--- config.mk ---
export PLATFORM = sky130hd
export DESIGN_NAME = if_id_queue_flat
export DESIGN_NICKNAME = d
export VERILOG_FILES = /design/src/rtl/if_id_queue_if.sv /design/src/rtl/if_id_queue.sv /design/src/flat_wrapper.sv
export SDC_FILE = /design/constraint.sdc
export NUM_CORES = 1
export LEC_CHECK = 0
export CAP_MARGIN = 40
export CORE_MARGIN = 4
export CORE_UTILIZATION = 47
export DETAILED_ROUTE_END_ITERATION = 7
export PLACE_DENSITY = 0.78
export SKIP_LAST_GASP = 1
export SYNTH_ARGS = -nofsm -noshare
export SYNTH_HDL_FRONTEND = slang
export SYNTH_SLANG_ARGS = --single-unit
--- constraint.sdc ---
create_clock -name clk -period 5.3 [get_ports clk]
set_input_delay 1.06 -clock clk [delete_from_list [all_inputs] [get_ports clk]]
set_output_delay 1.06 -clock clk [all_outputs]
set_load 0.05 [all_outputs]
--- src/rtl/if_id_queue_if.sv ---
// Fetch-to-decode handshake bundle for if_id_queue.
// master drives fetch responses, flush and decode stall; slave is the queue.
interface if_id_queue_if;
  logic        f_done;
  logic        f_stall;
  logic [15:0] f_instr;
  logic [15:0] f_pc2;
  logic        f_err;
  logic        flush;
  logic        d_stall;
  logic        d_valid;
  logic [15:0] d_instr;
  logic [15:0] d_pc2;
  logic        d_err;
  logic        q_full;
  logic        saved_flush;

  modport master (
    output f_done, f_stall, f_instr, f_pc2, f_err, flush, d_stall,
    input  d_valid, d_instr, d_pc2, d_err, q_full, saved_flush
  );

  modport slave (
    input  f_done, f_stall, f_instr, f_pc2, f_err, flush, d_stall,
    output d_valid, d_instr, d_pc2, d_err, q_full, saved_flush
  );
endinterface

--- src/rtl/if_id_queue.sv ---
// Instruction queue between fetch and decode, with flush and in-flight-response drop.
// Define IFQ_BYPASS_EN to let a fetch response pass an empty queue straight to decode.
module if_id_queue #(
  parameter int          DEPTH     = 2,
  parameter logic [15:0] NOP_INSTR = 16'h0800
) (
  input logic         clk,
  input logic         rst,
  if_id_queue_if.slave bus
);
  localparam int AW = $clog2(DEPTH);
  localparam int CW = $clog2(DEPTH + 1);

  typedef struct packed {
    logic [15:0] instr;
    logic [15:0] pc2;
    logic        err;
  } entry_t;

  typedef enum logic {IDLE = 1'b0, DROP = 1'b1} state_t;

  entry_t        mem [DEPTH];
  logic [AW-1:0] wr_ptr;
  logic [AW-1:0] rd_ptr;
  logic [CW-1:0] count;
  state_t        state;

  logic empty;
  logic full;
  logic push_en;
  logic store_en;
  logic pop_en;
  logic bypass;

  assign empty           = (count == '0);
  assign full            = (count == CW'(DEPTH));
  assign bus.q_full      = full;
  assign bus.saved_flush = (state == DROP);

  assign push_en = bus.f_done & ~full & ~bus.flush & (state == IDLE);
`ifdef IFQ_BYPASS_EN
  // An empty queue with a willing decoder hands the response over directly.
  assign bypass = empty & push_en & ~bus.d_stall;
`else
  assign bypass = 1'b0;
`endif
  assign store_en = push_en & ~bypass;
  assign pop_en   = ~empty & ~bus.d_stall & ~bus.flush;

  // NOTE: every output gets a default first so no path leaves one unassigned (no latch).
  always_comb begin
    bus.d_valid = 1'b0;
    bus.d_instr = NOP_INSTR;
    bus.d_pc2   = '0;
    bus.d_err   = 1'b0;
    if (!empty) begin
      bus.d_valid = 1'b1;
      bus.d_instr = mem[rd_ptr].instr;
      bus.d_pc2   = mem[rd_ptr].pc2;
      bus.d_err   = mem[rd_ptr].err;
    end else if (bypass) begin
      bus.d_valid = 1'b1;
      bus.d_instr = bus.f_instr;
      bus.d_pc2   = bus.f_pc2;
      bus.d_err   = bus.f_err;
    end
  end

  // NOTE: storage is not reset; count gates visibility so stale entries are never shown.
  always_ff @(posedge clk) begin
    if (store_en) mem[wr_ptr] <= '{instr: bus.f_instr, pc2: bus.f_pc2, err: bus.f_err};
  end

  // NOTE: all state uses non-blocking assignments so every register sees pre-edge values.
  always_ff @(posedge clk) begin
    if (rst) begin
      count  <= '0;
      wr_ptr <= '0;
      rd_ptr <= '0;
      state  <= IDLE;
    end else begin
      if (bus.flush) begin
        count  <= '0;
        wr_ptr <= '0;
        rd_ptr <= '0;
      end else begin
        if (store_en) wr_ptr <= wr_ptr + AW'(1);
        if (pop_en)   rd_ptr <= rd_ptr + AW'(1);
        if (store_en && !pop_en)      count <= count + CW'(1);
        else if (!store_en && pop_en) count <= count - CW'(1);
      end

      // DROP swallows the one response still owed for a request killed by flush.
      case (state)
        IDLE: if (bus.flush && bus.f_stall && !bus.f_done) state <= DROP;
        DROP: if (!bus.flush && bus.f_done)                state <= IDLE;
        default:                                           state <= IDLE;
      endcase
    end
  end
endmodule

--- src/flat_wrapper.sv ---
// flat-port wrapper written by rule: the top's interface ports become plain ports
module if_id_queue_flat 
#(
  parameter int          DEPTH     = 2,
  parameter logic [15:0] NOP_INSTR = 16'h0800
)
  (clk, rst, bus_f_done, bus_f_stall, bus_f_instr, bus_f_pc2, bus_f_err, bus_flush, bus_d_stall, bus_d_valid, bus_d_instr, bus_d_pc2, bus_d_err, bus_q_full, bus_saved_flush);
  if_id_queue_if bus_i ();
  input logic clk;
  input logic rst;
  input wire logic [$bits(bus_i.f_done)-1:0] bus_f_done;
  input wire logic [$bits(bus_i.f_stall)-1:0] bus_f_stall;
  input wire logic [$bits(bus_i.f_instr)-1:0] bus_f_instr;
  input wire logic [$bits(bus_i.f_pc2)-1:0] bus_f_pc2;
  input wire logic [$bits(bus_i.f_err)-1:0] bus_f_err;
  input wire logic [$bits(bus_i.flush)-1:0] bus_flush;
  input wire logic [$bits(bus_i.d_stall)-1:0] bus_d_stall;
  output wire logic [$bits(bus_i.d_valid)-1:0] bus_d_valid;
  output wire logic [$bits(bus_i.d_instr)-1:0] bus_d_instr;
  output wire logic [$bits(bus_i.d_pc2)-1:0] bus_d_pc2;
  output wire logic [$bits(bus_i.d_err)-1:0] bus_d_err;
  output wire logic [$bits(bus_i.q_full)-1:0] bus_q_full;
  output wire logic [$bits(bus_i.saved_flush)-1:0] bus_saved_flush;
  assign bus_i.f_done = bus_f_done;
  assign bus_i.f_stall = bus_f_stall;
  assign bus_i.f_instr = bus_f_instr;
  assign bus_i.f_pc2 = bus_f_pc2;
  assign bus_i.f_err = bus_f_err;
  assign bus_i.flush = bus_flush;
  assign bus_i.d_stall = bus_d_stall;
  assign bus_d_valid = bus_i.d_valid;
  assign bus_d_instr = bus_i.d_instr;
  assign bus_d_pc2 = bus_i.d_pc2;
  assign bus_d_err = bus_i.d_err;
  assign bus_q_full = bus_i.q_full;
  assign bus_saved_flush = bus_i.saved_flush;
  if_id_queue #(.DEPTH(DEPTH), .NOP_INSTR(NOP_INSTR)) u_core (.clk(clk), .rst(rst), .bus(bus_i));
endmodule
## Word-level counts from Yosys, hierarchy flattened

Memories as Yosys holds them, arrays and structs flattened. A register that Yosys moved wholly into a read port is not among the register bits.
Cells that the tools add are included.

| storage, ports and cells | value |
|---|---|
| memories | 1 |
| logic and storage cells | 45 |
| bits of input ports | 39 |
| memory bits (writable) | 66 |
| register bits after elaboration | 5 |

Memories:

| memory | depth | width | read ports | clocked after Yosys merged registers in | write ports | line | RTL |
|---|---|---|---|---|---|---|---|
| u_core.mem | 2 | 33 | 1 | 1 | 1 | if_id_queue.sv:22 | `entry_t mem [DEPTH];` |

| operators by class | value |
|---|---|
| bitwise operators | 10 |
| multiplexer cells | 13 |
| reductions and logical operators | 12 |
| add/sub/neg operators | 4 |
| eq/ne operators | 1 |

Operators by type and width:

| cell | number |
|---|---|
| 16-bit 2-to-1 mux | 2 |
| 1-bit 2-to-1 mux | 8 |
| 1-bit AND | 5 |
| 1-bit logical AND | 5 |
| 1-bit NOT | 5 |
| 1-bit logical NOT | 4 |
| 2-bit 2-to-1 mux | 2 |
| 1-bit adder (second input constant) | 2 |
| 2-bit by 1-bit adder with 2-bit output (second input constant) | 1 |
| 2-bit equality test (second input constant) | 1 |
| 2-bit logical NOT | 1 |
| 1-bit case mux with 2 select lines | 1 |
| 2-bit nonzero test | 1 |
| 2-bit OR reduction | 1 |
| 2-bit by 1-bit subtractor with 2-bit output (second input constant) | 1 |

## Logic depth before layout (Yosys ltp)

| depth | value |
|---|---|
| word-level depth | 9 |
| gate-level depth with buffers | 6 |

## Least setup slack after synthesis

No wires, ideal clock.

| path | value |
|---|---|
| path type | input to register |
| start | in bus_flush |
| end | mem u_core.mem[0][0] in the netlist's numbering (enable) |
| stages | 1 |
| path buffers | 0 |
| data required time | 4791 ps |
| path slack | 422 ps |
| arrival | 4369 ps |
| library setup time | 509 ps |
| path through | nor4_1 |

| on the way | value |
|---|---|
| cells in the longest elaborated chain, start to end | 5 |

Ends and longest elaborated chain:

| what | line | RTL |
|---|---|---|
| start: declaration | flat_wrapper.sv:16 | `input wire logic [$bits(bus_i.flush)-1:0] bus_flush;` |
| 1-bit NOT | if_id_queue.sv:40 | `assign push_en = bus.f_done & ~full & ~bus.flush & (state == IDLE);` |
| 1-bit AND (2 in a row) | if_id_queue.sv:40 |  |
| 1-bit 2-to-1 mux | if_id_queue.sv:71 | `if (store_en) mem[wr_ptr] <= '{instr: bus.f_instr, pc2: bus.f_pc2, err: bus.f_err};` |
| 1-bit 2-to-1 mux (not written as such) | if_id_queue.sv:71 |  |
| end: declaration | if_id_queue.sv:22 |  |

Every way passes these cells.

==> impl_metrics.yaml <==
detailed_routing:
  wire_per_inst_um: 15.3
  remaining_drc_errors: 0
  initialDrtViolationCount: 26
  via_count: 1611
  routed_wirelength_mm: 5.05
  drtPass1Iterations: 6
  route.antenna.remaining_nets: 0
  drt-vias-per-instance: 4.88
setup_path:
  r2r_start: "u_core.count[0]"
  worstSetupPathType: "register to output pin"
  crit_cells: 4
  slowest_stage: "clkdlybuf4s50_1"
  worstPathRequired_ps: 4240
  worst-r2r-cell-count: 6
  cp_slowest_stage_delay_ps: 830
  critPathLaunchType: "register"
  worst_r2r_endpoint: "u_core.count[1]"
  worst_path_bufs_invs: 2
  cp-endpoint: "bus_d_instr[15]"
  end_kind: "output pin"
  critical-path-top-delay-family: "buffers and inverters"
  cp.arrival_ps: 2350
  r2r_slack_ps: 3280
  worst_path_cell_trace: "buf_16 -> mux2i_1 -> nor2_1 -> clkdlybuf4s50_1"
  critPathMaxFanout: 17
clock_network:
  tritoncts: "done"
  cts_buffers: 9
  clk_pin_slew_worst_paths_ps: 80
  clkSinkCount: 72
  postCtsSetupRepairBufs: 0
  clk_latency_ps: 330
  cts_resized: 0
  cts_root_buffer: "clkbuf_8"
  cts_hold_buf: 0
  htree_num_levels: 3
  clockBufferDepth: 2
yosys:
  synth_commonest_cells: "edfxtp_1, mux2i_1, nor2_1"
  synth_top_area_share_pct: 71.8
  yosysWarnings: 0
  post_synthesis_adder_cell_area_fraction_pct: 0.453
  synth_simple_gate_area_share_pct: 7.34
  synthXorXnorAreaFrac_pct: 0.635
  synth.area.mux_share_pct: 12.0
  post_synth_inst_count: 172
  netlist.top_cell.by_area: "edfxtp_1"
  synthesis.area_per_instance_um2: 16.0
  netlist_top_cells_area: "edfxtp_1, mux2i_1, nor2_1, dfxtp_1, a21oi_1"
  synthesis_stage_register_bit_count: 72
  synth_most_common_cell: "edfxtp_1"
  netlist-cell-type-count: 21
  syn_nets: 212
  synth_top_family_by_area: "multiplexers"
  mappedNetlistArea_mm2: 0.00276
  yosysSeqAreaShare_pct: 76.2
  synth-main-ff-cell: "edfxtp_1"
  synth-edff-count: 66
  complex_gate_fraction_of_the_synthesized_area_pct: 1.63
  synth-async-reset-ratio_pct: 0
finish:
  syn_to_final_growth_pct: 37.2
  final_core_utilization_pct: 67.5
  finalNetCount: 293
  drive_gt1_share_pct: 8.91
  num_antenna_cells: 0
  filler_cell_count: 432
placement:
  gp_routability_congestion: 0.681
  dp_hpwl_mm: 3.29
  dp_worst_setup_slack_ps: 2250
  port-buffer-count: 74
floorplan:
  die-width_um: 84.6
  core.rowCount: 27
  floorplan.initialDensity_pct: 49.2
  fp.dieH_um: 84.6
  design.core.area_mm2: 0.00561
  design.die.area_mm2: 0.00716
  io_pins: 75
global_routing:
  grt_start_max_net_pins: 37
  antenna_found_initial: 0
  gr-usage-all-layers_pct: 14.7
  globalRoute.totalOverflow: 0
  first_global_vias: 1760
  grt_pass1_wl_mm: 8.00
timing:
  relSlewSlack_pct: 45.5
  fmax_ghz: 0.293
  setup_viol: 0
  slew_violations: 0
  grt_setup_unrepaired: "no"
  finalCriticalPeriod_ps: 3410
  fin_setup_tns_ps: 0
  transition_time_at_the_pin_with_the_least_slew_margin_ps: 817
  final-hold-violation-count: 0
  timing.clock.skew_ps: 10.0
  least_setup_slack_across_all_paths_after_layout_ps: 1890
  finalCritPeriodShare_pct: 64.4
power_and_ir_drop:
  totalPowerFinal_mw: 1.20
  power_density_mw_per_mm2: 317
  power.ir.vdd_worst_mv: 0.188
  p_leak_nw: 1.22
hold_path:
  min_path_cells: 2
  hp-class: "register to register"
run_status:
  run_status: "completed"
flow_run:
  cap_violations: 0
[worst min path at each step]
| stage | start | to | slack [ps] |
|---|---|---|---|
| after floorplan | u_core.wr_ptr | u_core.wr_ptr | 470 |
| after global placement | u_core.bus.saved_flush | u_core.bus.saved_flush | 470 |
| after detailed placement | u_core.bus.saved_flush | u_core.bus.saved_flush | 480 |
| after CTS | u_core.bus.saved_flush | u_core.bus.saved_flush | 490 |
| after global routing | u_core.bus.saved_flush | u_core.bus.saved_flush | 530 |
| final | u_core.bus.saved_flush | u_core.bus.saved_flush | 490 |
[state kept, by name (all words and copies together) (netlist names), named ones only]
register and flops:
u_core.mem 66, u_core.count 2, u_core.bus.saved_flush 1, u_core.rd_ptr 1
u_core.wr_ptr 1
[area by class of cell]
| class | count | area, um^2 | share of cell area (%) |
|---|---|---|---|
| clock buffer | 9 | 124 | 3.27 |
| sequential | 72 | 2100 | 55.6 |
| tap | 72 | 90.1 | 2.38 |
| clock inverter | 7 | 62.6 | 1.65 |
| inverter | 2 | 7.51 | 0.198 |
| timing repair buffer | 77 | 783 | 20.7 |
| multi-input combinational | 91 | 616 | 16.3 |
[through the flow]
step	instance area (um^2)	cells	hold WS (ps)
finish	3790	330	489
floorplan	2760	172	465
global placement	3570	313	473
detailed placement	3600	314	480
CTS	3790	330	492
global route	3790	330	527
[tightest hold or removal path, stage by stage, from the launching register on]
cell     delay [ps]
dfxtp_1         320
o21ai_0          70
a21oi_1          60
[cells by family after synthesis]
family | count (synthesis)
AOI/OAI and AO/OA | 9
muxes | 33
adders and majority gates | 1
buffers and inverters | 9
and+or+nand+nor | 46
xor gates and xnor gates | 2
DFF | 72
[placed cells by master (no fill, tap or decap), types with 2 or more instances in the layout]
master and count:
edfxtp_1 66, clkinv_2 2, or3_1 4, inv_1 2, a21oi_1 5, clkbuf_8 9, xor2_1 2, clkdlybuf4s50_1 74
mux2i_1 33, clkinvlp_4 2, dfxtp_1 5, nor2_1 33, o21ai_0 4, clkinv_1 2, buf_4 2
[metal layers]
layer | global-route usage (%) | routed length [um]
met5 | 0 | 0
met4 | 6.47 | 63
met3 | 4.12 | 260
met2 | 26.3 | 2700
met1 | 16.1 | 2030
[power breakdown]
| part | leakage [nW] | internal, mW | switching [mW] | total, mW |
|---|---|---|---|---|
| Combinational | 0.474 | 0.0628 | 0.0914 | 0.154 |
| Sequential | 0.654 | 0.640 | 0.00641 | 0.646 |
| Clock | 0.0901 | 0.212 | 0.188 | 0.400 |
| Total | 1.22 | 0.915 | 0.286 | 1.20 |
No activity file was read; power rests on OpenSTA's default activity.
